$ cat src/rtl/rat_branch_pkg.sv
// Shared branch-type codes and 2-bit counter encodings used by the predictor and branch calculator.
`default_nettype none
package rat_branch_pkg;

  typedef enum logic [3:0] {
    BR_NONE  = 4'd0,
    BR_BRCC  = 4'd1,
    BR_BRCS  = 4'd2,
    BR_BREQ  = 4'd3,
    BR_BRN   = 4'd4,
    BR_BRNE  = 4'd5,
    BR_CALL  = 4'd6,
    BR_RET   = 4'd7,
    BR_RETID = 4'd8,
    BR_RETIE = 4'd9
  } br_type_e;

  typedef enum logic [1:0] {
    SNT = 2'd0,
    WNT = 2'd1,
    WT  = 2'd2,
    ST  = 2'd3
  } ctr_e;

  localparam logic [1:0] CTR_RESET = WNT;

  function automatic logic br_is_cond(input logic [3:0] t);
    return (t == BR_BRCC) || (t == BR_BRCS) || (t == BR_BREQ) || (t == BR_BRNE);
  endfunction

  function automatic logic br_is_ret(input logic [3:0] t);
    return (t == BR_RET) || (t == BR_RETID) || (t == BR_RETIE);
  endfunction

  function automatic logic br_is_branch(input logic [3:0] t);
    return (t >= BR_BRCC) && (t <= BR_RETIE);
  endfunction

endpackage
`default_nettype wire

$ cat src/rtl/branch_predictor_if.sv
// Fetch-side prediction and resolve-side training signals of the branch predictor.
`default_nettype none
interface branch_predictor_if #(
  parameter int PC_W      = 10,
  parameter int RAS_DEPTH = 4,
  parameter int STAT_W    = 16
);
  localparam int CNT_W = $clog2(RAS_DEPTH) + 1;

  logic [PC_W-1:0]   PC_F;
  logic [3:0]        BR_TYPE_F;
  logic [PC_W-1:0]   IMM_ADDR_F;
  logic              PREDICT_TAKEN;
  logic [PC_W-1:0]   PREDICT_TARGET;
  logic              RES_VALID;
  logic [PC_W-1:0]   RES_PC;
  logic [3:0]        RES_TYPE;
  logic              RES_TAKEN;
  logic              RES_MISS;
  logic [CNT_W-1:0]  RAS_COUNT;
  logic [STAT_W-1:0] PRED_COUNT;
  logic [STAT_W-1:0] MISS_COUNT;

  modport master (
    output PC_F, BR_TYPE_F, IMM_ADDR_F, RES_VALID, RES_PC, RES_TYPE, RES_TAKEN, RES_MISS,
    input  PREDICT_TAKEN, PREDICT_TARGET, RAS_COUNT, PRED_COUNT, MISS_COUNT
  );

  modport slave (
    input  PC_F, BR_TYPE_F, IMM_ADDR_F, RES_VALID, RES_PC, RES_TYPE, RES_TAKEN, RES_MISS,
    output PREDICT_TAKEN, PREDICT_TARGET, RAS_COUNT, PRED_COUNT, MISS_COUNT
  );
endinterface
`default_nettype wire

$ cat src/rtl/rat_return_stack.sv
// Circular return-address stack: a push when full overwrites the oldest entry, a pop when empty is ignored.
`default_nettype none
module rat_return_stack #(
  parameter int DEPTH = 4,
  parameter int W     = 10
) (
  input  wire logic                       clk,
  input  wire logic                       rst_n,
  input  wire logic                       push,
  input  wire logic                       pop,
  input  wire logic [W-1:0]               push_data,
  output logic      [W-1:0]               top,
  output logic      [$clog2(DEPTH):0]     count
);
  localparam int PTR_W = $clog2(DEPTH);
  localparam int CNT_W = PTR_W + 1;

  logic [W-1:0]     mem_q [DEPTH];
  logic [W-1:0]     mem_d [DEPTH];
  logic [PTR_W-1:0] ptr_q, ptr_d;
  logic [CNT_W-1:0] count_q, count_d;

  // ptr_q is the next free slot; the power-of-2 depth lets it wrap onto the oldest entry.
  assign top   = mem_q[ptr_q - PTR_W'(1)];
  assign count = count_q;

  always_comb begin
    mem_d   = mem_q;
    ptr_d   = ptr_q;
    count_d = count_q;
    if (push) begin
      mem_d[ptr_q] = push_data;
      ptr_d        = ptr_q + PTR_W'(1);
      if (count_q != CNT_W'(DEPTH)) count_d = count_q + CNT_W'(1);
    end else if (pop && (count_q != '0)) begin
      ptr_d   = ptr_q - PTR_W'(1);
      count_d = count_q - CNT_W'(1);
    end
  end

  always_ff @(posedge clk or negedge rst_n) begin
    if (!rst_n) begin
      for (int i = 0; i < DEPTH; i++) mem_q[i] <= '0;
      ptr_q   <= '0;
      count_q <= '0;
    end else begin
      mem_q   <= mem_d;
      ptr_q   <= ptr_d;
      count_q <= count_d;
    end
  end
endmodule
`default_nettype wire

$ cat src/rtl/branch_predictor.sv
// Fetch-side branch predictor: 2-bit counter table, commit-time return stack and resolve statistics.
`default_nettype none
module branch_predictor
  import rat_branch_pkg::*;
#(
  parameter int PC_W      = 10,
  parameter int IDX_W     = 5,
  parameter int RAS_DEPTH = 4,
  parameter int STAT_W    = 16
) (
  input  wire logic          CLK,
  input  wire logic          RESET_N,
  branch_predictor_if.slave  bp
);
  localparam int ENTRIES = 1 << IDX_W;
  localparam int CNT_W   = $clog2(RAS_DEPTH) + 1;

  logic [1:0]        ctr_q [ENTRIES];
  logic [1:0]        ctr_d [ENTRIES];
  logic [STAT_W-1:0] pred_cnt_q, pred_cnt_d;
  logic [STAT_W-1:0] miss_cnt_q, miss_cnt_d;

  logic              ras_push, ras_pop;
  logic [PC_W-1:0]   ras_top;
  logic [CNT_W-1:0]  ras_count;
  logic [IDX_W-1:0]  fetch_idx, res_idx;

  assign fetch_idx = bp.PC_F[IDX_W-1:0];
  assign res_idx   = bp.RES_PC[IDX_W-1:0];
  assign ras_push  = bp.RES_VALID && (bp.RES_TYPE == BR_CALL);
  assign ras_pop   = bp.RES_VALID && br_is_ret(bp.RES_TYPE);

  rat_return_stack #(
    .DEPTH (RAS_DEPTH),
    .W     (PC_W)
  ) u_ras (
    .clk       (CLK),
    .rst_n     (RESET_N),
    .push      (ras_push),
    .pop       (ras_pop),
    .push_data (bp.RES_PC + PC_W'(1)),
    .top       (ras_top),
    .count     (ras_count)
  );

  // Prediction reads only pre-edge state, so a same-cycle update is never bypassed.
  always_comb begin
    bp.PREDICT_TAKEN  = 1'b0;
    bp.PREDICT_TARGET = bp.IMM_ADDR_F;
    if (br_is_cond(bp.BR_TYPE_F)) begin
      bp.PREDICT_TAKEN = ctr_q[fetch_idx][1];
    end else if ((bp.BR_TYPE_F == BR_BRN) || (bp.BR_TYPE_F == BR_CALL)) begin
      bp.PREDICT_TAKEN = 1'b1;
    end else if (br_is_ret(bp.BR_TYPE_F) && (ras_count != '0)) begin
      bp.PREDICT_TAKEN  = 1'b1;
      bp.PREDICT_TARGET = ras_top;
    end
  end

  assign bp.RAS_COUNT  = ras_count;
  assign bp.PRED_COUNT = pred_cnt_q;
  assign bp.MISS_COUNT = miss_cnt_q;

  always_comb begin
    ctr_d      = ctr_q;
    pred_cnt_d = pred_cnt_q;
    miss_cnt_d = miss_cnt_q;
    if (bp.RES_VALID) begin
      if (br_is_cond(bp.RES_TYPE)) begin
        if (bp.RES_TAKEN && (ctr_q[res_idx] != ST))
          ctr_d[res_idx] = ctr_q[res_idx] + 2'd1;
        else if (!bp.RES_TAKEN && (ctr_q[res_idx] != SNT))
          ctr_d[res_idx] = ctr_q[res_idx] - 2'd1;
      end
      if (br_is_branch(bp.RES_TYPE)) begin
        if (pred_cnt_q != '1) pred_cnt_d = pred_cnt_q + STAT_W'(1);
        if (bp.RES_MISS && (miss_cnt_q != '1)) miss_cnt_d = miss_cnt_q + STAT_W'(1);
      end
    end
  end

  always_ff @(posedge CLK or negedge RESET_N) begin
    if (!RESET_N) begin
      for (int i = 0; i < ENTRIES; i++) ctr_q[i] <= CTR_RESET;
      pred_cnt_q <= '0;
      miss_cnt_q <= '0;
    end else begin
      ctr_q      <= ctr_d;
      pred_cnt_q <= pred_cnt_d;
      miss_cnt_q <= miss_cnt_d;
    end
  end
endmodule
`default_nettype wire
$ cat src/flat_wrapper.sv
// flat-port wrapper written by rule: the top's interface ports become plain ports
module branch_predictor_flat import rat_branch_pkg::*;
#(
  parameter int PC_W      = 10,
  parameter int IDX_W     = 5,
  parameter int RAS_DEPTH = 4,
  parameter int STAT_W    = 16
)
  (CLK, RESET_N, bp_PC_F, bp_BR_TYPE_F, bp_IMM_ADDR_F, bp_RES_VALID, bp_RES_PC, bp_RES_TYPE, bp_RES_TAKEN, bp_RES_MISS, bp_PREDICT_TAKEN, bp_PREDICT_TARGET, bp_RAS_COUNT, bp_PRED_COUNT, bp_MISS_COUNT);
  branch_predictor_if #(.PC_W(PC_W), .RAS_DEPTH(RAS_DEPTH), .STAT_W(STAT_W)) bp_i ();
  input  wire logic CLK;
  input  wire logic RESET_N;
  input wire logic [$bits(bp_i.PC_F)-1:0] bp_PC_F;
  input wire logic [$bits(bp_i.BR_TYPE_F)-1:0] bp_BR_TYPE_F;
  input wire logic [$bits(bp_i.IMM_ADDR_F)-1:0] bp_IMM_ADDR_F;
  input wire logic [$bits(bp_i.RES_VALID)-1:0] bp_RES_VALID;
  input wire logic [$bits(bp_i.RES_PC)-1:0] bp_RES_PC;
  input wire logic [$bits(bp_i.RES_TYPE)-1:0] bp_RES_TYPE;
  input wire logic [$bits(bp_i.RES_TAKEN)-1:0] bp_RES_TAKEN;
  input wire logic [$bits(bp_i.RES_MISS)-1:0] bp_RES_MISS;
  output wire logic [$bits(bp_i.PREDICT_TAKEN)-1:0] bp_PREDICT_TAKEN;
  output wire logic [$bits(bp_i.PREDICT_TARGET)-1:0] bp_PREDICT_TARGET;
  output wire logic [$bits(bp_i.RAS_COUNT)-1:0] bp_RAS_COUNT;
  output wire logic [$bits(bp_i.PRED_COUNT)-1:0] bp_PRED_COUNT;
  output wire logic [$bits(bp_i.MISS_COUNT)-1:0] bp_MISS_COUNT;
  assign bp_i.PC_F = bp_PC_F;
  assign bp_i.BR_TYPE_F = bp_BR_TYPE_F;
  assign bp_i.IMM_ADDR_F = bp_IMM_ADDR_F;
  assign bp_i.RES_VALID = bp_RES_VALID;
  assign bp_i.RES_PC = bp_RES_PC;
  assign bp_i.RES_TYPE = bp_RES_TYPE;
  assign bp_i.RES_TAKEN = bp_RES_TAKEN;
  assign bp_i.RES_MISS = bp_RES_MISS;
  assign bp_PREDICT_TAKEN = bp_i.PREDICT_TAKEN;
  assign bp_PREDICT_TARGET = bp_i.PREDICT_TARGET;
  assign bp_RAS_COUNT = bp_i.RAS_COUNT;
  assign bp_PRED_COUNT = bp_i.PRED_COUNT;
  assign bp_MISS_COUNT = bp_i.MISS_COUNT;
  branch_predictor #(.PC_W(PC_W), .IDX_W(IDX_W), .RAS_DEPTH(RAS_DEPTH), .STAT_W(STAT_W)) u_core (.CLK(CLK), .RESET_N(RESET_N), .bp(bp_i));
endmodule
$ cat config.mk
export PLATFORM = sky130hd
export DESIGN_NAME = branch_predictor_flat
export DESIGN_NICKNAME = d
export VERILOG_FILES = /design/src/rtl/rat_branch_pkg.sv /design/src/rtl/branch_predictor_if.sv /design/src/rtl/rat_return_stack.sv /design/src/rtl/branch_predictor.sv /design/src/flat_wrapper.sv
export SDC_FILE = /design/constraint.sdc
export NUM_CORES = 1
export LEC_CHECK = 0
export BUFFER_PORTS_ARGS = -buffer_cell sky130_fd_sc_hd__buf_4
export CAP_MARGIN = 10
export CORE_MARGIN = 2
export CORE_UTILIZATION = 57
export DETAILED_ROUTE_END_ITERATION = 6
export PLACE_DENSITY = 0.82
export SLEW_MARGIN = 25
export SYNTH_ARGS = -nofsm -noshare
export SYNTH_HDL_FRONTEND = slang
export SYNTH_SLANG_ARGS = --single-unit
$ cat constraint.sdc
create_clock -name CLK -period 4.4 [get_ports CLK]
set_clock_uncertainty 0.15 [all_clocks]
set_input_delay 0 -clock CLK [delete_from_list [all_inputs] [get_ports CLK]]
set_output_delay 0 -clock CLK [all_outputs]
set_load 0.01 [all_outputs]
==> results of run 1 <==
## cells by family after synthesis
logic type | Yosys count | synth area share
compound gates | 76 | 0.0617
simple gates | 181 | 0.119
mux | 119 | 0.230
xor+xnor | 39 | 0.0464
flops | 141 | 0.485
fa+ha+maj | 13 | 0.0231
buf+inv | 58 | 0.0347
## cells in the final DEF, fill, tap and decap left out, types with 4 or more instances in the layout
cell	count
clkbuf_16	17
nand2_1	61
dfstp_2	32
inv_1	27
nand4_1	12
nand3b_1	5
dlygate4sd3_1	17
nor2_1	47
mux4_2	28
bufinv_16	5
and3_1	10
o22ai_1	6
buf_4	87
mux2_1	33
xor2_1	15
dfrtp_1	109
nand3_1	20
clkinv_2	4
mux2_2	48
o21ai_0	46
ha_1	12
mux2i_1	7
xnor2_1	23
## critical path, delay by kind of cell
kind / cells / cell delay, ns
AND/OR/NAND/NOR: 3 / 1.22
multiplexers: 3 / 1.23
AO/OA/AOI/OAI: 2 / 0.57
buffers and inverters: 4 / 1.06
adder cells (fa/ha/maj): 1 / 0.21
## through the flow
step / hold slack [ns] / total power [W] / util / setup TNS (ns) / std cells
finish: 0.0247 / 0.00439 / 0.709 / 0 / 906
global route: 0.0662 / 0.00461 / 0.709 / -0.122 / 906
detailed placement: -0.112 / 0.00280 / 0.641 / 0 / 856
global placement: -0.124 / 0.00273 / 0.640 / 0 / 856
floorplan: -0.446 / 0.00243 / - / 0 / 627
CTS: 0.0182 / 0.00441 / 0.708 / 0 / 906
## per-layer routing
| layer | vias to the layer above | GRT usage |
|---|---|---|
| met5 | - | 0 |
| met4 | 0 | 0.109 |
| met3 | 45 | 0.0640 |
| met2 | 176 | 0.428 |
| met1 | 2762 | 0.317 |
| li1 | 2454 | - |
## path summary, 6_finish.rpt
check,endpoint,cells after the start
min in group asynchronous,u_core.u_ras.count[0]$_DFFE_PN0P_,3
min reg2reg,u_core.u_ras.mem_q[4]$_DFFE_PN0P_,2
min,u_core.u_ras.count[2]$_DFFE_PN0P_,5
max,u_core.ctr_q[37]$_DFFE_PN0P_,13
max in group asynchronous,u_core.bp.PRED_COUNT[3]$_DFFE_PN0P_,4
max reg2reg,u_core.ctr_q[37]$_DFFE_PN0P_,11
## what timing repair did
| action | in CTS | in global routing |
|---|---|---|
| hold buffers | 18 | 0 |
| endpoints found under the setup margin | 0 | 7 |
| hold endpoints to repair | 88 | 0 |
## area by class of cell
class | instances | area (µm²) | share of cell area
Sequential cell | 141 | 3570 | 0.399
Tap cell | 172 | 215 | 0.0241
Clock buffer | 21 | 470 | 0.0526
Clock inverter | 11 | 188 | 0.0210
Timing Repair Buffer | 105 | 843 | 0.0943
Inverter | 28 | 105 | 0.0118
Multi-Input combinational cell | 428 | 3550 | 0.397
## where the power goes
group          switching, W  internal [W]  total [W]
sequential         0.000246       0.00158    0.00183
combinational      0.000463      0.000514   0.000977
clock              0.000532       0.00105    0.00158
==> out/qor.txt, run 1 <==
Synth area leaders = dfrtp_1 (37%), dfstp_2 (11%), mux4_2 (8.6%)
Drc violations = 0
Clk sink count = 141
Row cnt = 41
Share of layout cells above drive strength 1 = 0.323
Post-CTS sizing = 0
Vias/cell = 6.00
Routability cong. = 0.861
Pwr Density = 490 nW/µm²
Worst min path class = input port to register
Grt total ovfl = 0
Die width = 118 µm
Worst-margin pin slew = 0.861 ns
Syn Std Cell Area = 7360 µm²
IR drop worst, VDD = 268 µV
Initial DRC count = 456
Total CTS buffers = 17
Initial antenna violation count = 0
Max Fanout on Critical Path = 24
Worst setup margin = 0.243 ns
Area leader, netlist = dfrtp_1
Final wirelength = 16800 µm
Max Fclk = 0.241 GHz
Highest routed layer = met4
Worst R2R Start = u_core.ctr_q[33]$_DFFE_PN0P_
Pleak = 4.05 nW
Avg Cell Area, Syn = 11.7 µm²
First-pass DRT Iterations = 5
WL/cell = 18.5 µm
Area after DPL = 8080 µm²
Final period utilization = 0.945
Die height = 118 µm
Synthesized Nets = 683
Ys async rst share = 1.00
Worst hold start = bp_RES_TYPE[3]
Post-route ant nets = 0
Largest net degree at the start of global routing = 53
Req. time, crit path = 4.56 ns
Post-synth EDFFs = 0
Critical path launch point type = input port
Worst setup path startpoint = bp_RES_PC[0]
Arr. time, crit path = 4.31 ns
Clock transition at path regs = 0.06 ns
TritonCTS clock tree = done
Final Hold Viols = 0
Reg2Reg Setup Slack = 0.42 ns
Post-Syn Instances = 627
H-tree levels = 4
RSZ-0062 raised after global routing = true
Crit. End Element = register
Worst path slowest cell = mux4_2
Critical Path Max Stage Delay = 0.57 ns
ANT cells = 0
Sequential share of the synthesized area = 0.485
Clock tree buffer depth = 2
Design Area, Final = 8940 µm²
Crit-path cells = dlygate4sd3_1 > buf_4 > mux4_2 > inv_1 > o22ai_1 > nor4_1 > inv_1 > ha_1 > mux2_2 > a2111oi_2 > nand2_1 > nor2_1 > mux2_2
Rel. slew slack = 0.422
YS warnings = 0
Max-slew violations = 0
HPWL after DPL = 11300 µm
MaxCap Viol Count = 0
Yosys cell types = 52
Final Critical Period = 4.16 ns
Number of global-route vias before repair = 5618
Critical setup path kind = input port to register
Top Ports = 89
Met1 WL = 6800 µm
Top_reg_cell synth = dfrtp_1
Synth cell count leaders = dfrtp_1 (109), nand2_1 (61), mux2_2 (48)
Clock Latency Late Sink = 0.42 ns
Metal3 WL = 821 µm
Setup Fix Bufs, Post-CTS = 0
Die Area = 13800 µm²
Initial core utilization = 0.583
Share of the synthesized area in the top cell type = 0.371
Tot GR Track Use = 0.256
Count leader, synth = dfrtp_1
Final nets = 777
FF+latch count, synth = 141
Final setup vio count = 0
Met2 Wirelength = 8730 µm
Fillers = 873
DP Worst Slack = 0.376 ns
Global-route wire length before repair = 28100 µm
Syn-to-layout area delta = 21.5%
Total number of vias = 5437
Root buffer cell = clkbuf_16
Core area = 12600 µm²
Status = finished, final reports clean
Port bufs = 83
Power figures use the tool's default switching activity.
==> run 2, diff against run 1 <==
--- a/config.mk
+++ b/config.mk
@@ -11,6 +11,7 @@
 export CORE_UTILIZATION = 57
 export DETAILED_ROUTE_END_ITERATION = 6
 export PLACE_DENSITY = 0.82
+export SETUP_SLACK_MARGIN = 0.3
 export SLEW_MARGIN = 25
 export SYNTH_ARGS = -nofsm -noshare
 export SYNTH_HDL_FRONTEND = slang
==> run 2 against run 1 <==
  * Power increased by 0.10%
  * Largest power group unchanged
  * Highest routed layer unchanged
  * Hold slack got worse by 0.0033 ns
  * Non-clock buffer count unchanged
  * Register-to-register slack improved by 0.13 ns
  * Critical path depth decreased by 1
  * Clock-buffer cell count unchanged
  * Global-route usage about the same
  * Clock power about the same
  * Via count decreased by 0.39%
  * Worst setup slack improved by 0.23 ns
  * Combinational power about the same
==> out/qor.txt, run 2 (same netlist as run 1, synthesis figures left out) <==
RSZ-0062 raised after global routing = false
IR drop worst, VDD = 266 µV
Initial antenna violation count = 0
Global-route wire length before repair = 28100 µm
MaxCap Viol Count = 0
Syn-to-layout area delta = 21.6%
Top cell family by delay on the critical path = simple AND/OR/NAND/NOR gates
Highest routed layer = met4
Core area = 12600 µm²
Buf+Inv Stages, Crit Path = 3
Clock tree buffer depth = 2
Clock Latency Late Sink = 0.43 ns
Fin Setup TNS = 0 ns
Crit. End Element = register
Vias/cell = 5.98
Row cnt = 41
Critical setup path kind = input port to register
Switch share = 0.284
Share of layout cells above drive strength 1 = 0.324
Status = finished, final reports clean
Req. time, crit path = 4.56 ns
Die height = 118 µm
Crit-path cells = dlygate4sd3_1 > buf_4 > or3b_2 > o22ai_1 > nor4_4 > buf_4 > ha_1 > mux2_2 > a2111oi_2 > nand2_1 > nor2_1 > mux2_2
DP Worst Slack = 0.376 ns
Leading cell type in the layout, fill and taps excluded = dfrtp_1
Initial DRC count = 434
Total number of vias = 5416
Worst setup margin = 0.468 ns
Pleak = 4.05 nW
Root buffer cell = clkbuf_16
Metal3 WL = 836 µm
Total CTS buffers = 17
Clock transition at path regs = 0.06 ns
Die width = 118 µm
TritonCTS clock tree = done
Initial core utilization = 0.583
Grt total ovfl = 0
Worst min path class = input port to register
Final setup vio count = 0
Port bufs = 83
Critical Path Max Stage Delay = 0.56 ns
Critical path launch point type = input port
Layout Cells excl Fill = 906
Routability cong. = 0.861
First-pass DRT Iterations = 5
Clock share of power = 0.361
Part of the power in registers = 0.417
Final Hold Viols = 0
Cell count after placement = 856
Final wirelength = 16800 µm
Clk sink count = 141
Met1 WL = 6920 µm
Die Area = 13800 µm²
Commonest non-fill, non-tap cells in the layout = dfrtp_1 (109), buf_4 (87), nand2_1 (61)
Largest net degree at the start of global routing = 53
Pint = 0.00314 W
Worst path slowest cell = or3b_2
Drc violations = 0
Layout Utilization = 0.709
Worst-margin pin slew = 0.850 ns
Rel. slew slack = 0.418
Max-slew violations = 0
HPWL after DPL = 11300 µm
Comb power frac = 0.223
Met2 Wirelength = 8620 µm
Arr. time, crit path = 4.10 ns
H-tree levels = 4
Pwr Density = 491 nW/µm²
Final Critical Period = 3.93 ns
WL/cell = 18.6 µm
Number of global-route vias before repair = 5617
Final hold slack = 0.0215 ns
Top Ports = 89
Max Fanout on Critical Path = 33
ANT cells = 0
Final nets = 777
Tot GR Track Use = 0.256
Post-route ant nets = 0
Max Fclk = 0.254 GHz
Sw Pwr = 0.00125 W
Final period utilization = 0.894
run 2: changes by cell type in the layout (fill, tap and decap cells not counted):
cell and change:
nor4_2 +1, nor4_1 -1
run 2: worst paths after layout:
check,from,end,slack [ns],depth (start not counted)
max,bp_RES_PC[3],u_core.ctr_q[31]$_DFFE_PN0P_,0.47,12
min,bp_RES_TYPE[3],u_core.u_ras.count[2]$_DFFE_PN0P_,0.02,5
max reg2reg,u_core.ctr_q[33]$_DFFE_PN0P_,u_core.ctr_q[31]$_DFFE_PN0P_,0.55,11
min reg2reg,u_core.u_ras.mem_q[4]$_DFFE_PN0P_,u_core.u_ras.mem_q[4]$_DFFE_PN0P_,0.33,2
max in group asynchronous,RESET_N,u_core.bp.PRED_COUNT[3]$_DFFE_PN0P_,2.79,4
min in group asynchronous,RESET_N,u_core.u_ras.count[0]$_DFFE_PN0P_,0.38,3
run 2: cell type report:
type | count | area, µm²
Fill cell | 871 | 3670
Sequential cell | 141 | 3570
Multi-Input combinational cell | 428 | 3560
Timing Repair Buffer | 105 | 843
Clock buffer | 21 | 470
Tap cell | 172 | 215
Clock inverter | 11 | 188
Inverter | 28 | 105
run 2: tightest hold or removal path: stages:
cell,delay (ns)
buf_4,0.11
nand4b_1,0.10
a211oi_1,0.13
xnor2_1,0.13
o21ai_0,0.07
run 2: routing by layer:
metal | vias to the layer above | GRT usage
met5 | - | 0
met4 | 0 | 0.109
met3 | 46 | 0.0640
met2 | 175 | 0.428
met1 | 2745 | 0.318
li1 | 2450 | -
run 2: power by group through the flow:
| stage | sequential [W] | clock (W) | combinational (W) |
|---|---|---|---|
| 4_1_cts | 0.00183 | 0.00160 | 0.000981 |
| 6_report | 0.00183 | 0.00158 | 0.000978 |
| 2_1_floorplan | 0.00178 | 0 | 0.000647 |
| 3_5_place_dp | 0.00185 | 0 | 0.000955 |
| 3_3_place_gp | 0.00182 | 0 | 0.000912 |
| 5_1_grt | 0.00187 | 0.00166 | 0.00107 |
run 2: through the flow:
step	area [µm²]	total power, W
after floorplan	7360	0.00243
after global placement	8080	0.00273
after detailed placement	8080	0.00280
after CTS	8930	0.00441
after global routing	8950	0.00461
final	8950	0.00439
run 2: what timing repair did:
item,in CTS,in global routing
setup endpoints to repair,0,60
buffers inserted,0,0
resized for setup,0,1
hold buffers,18,0
endpoints found under the hold margin,88,0
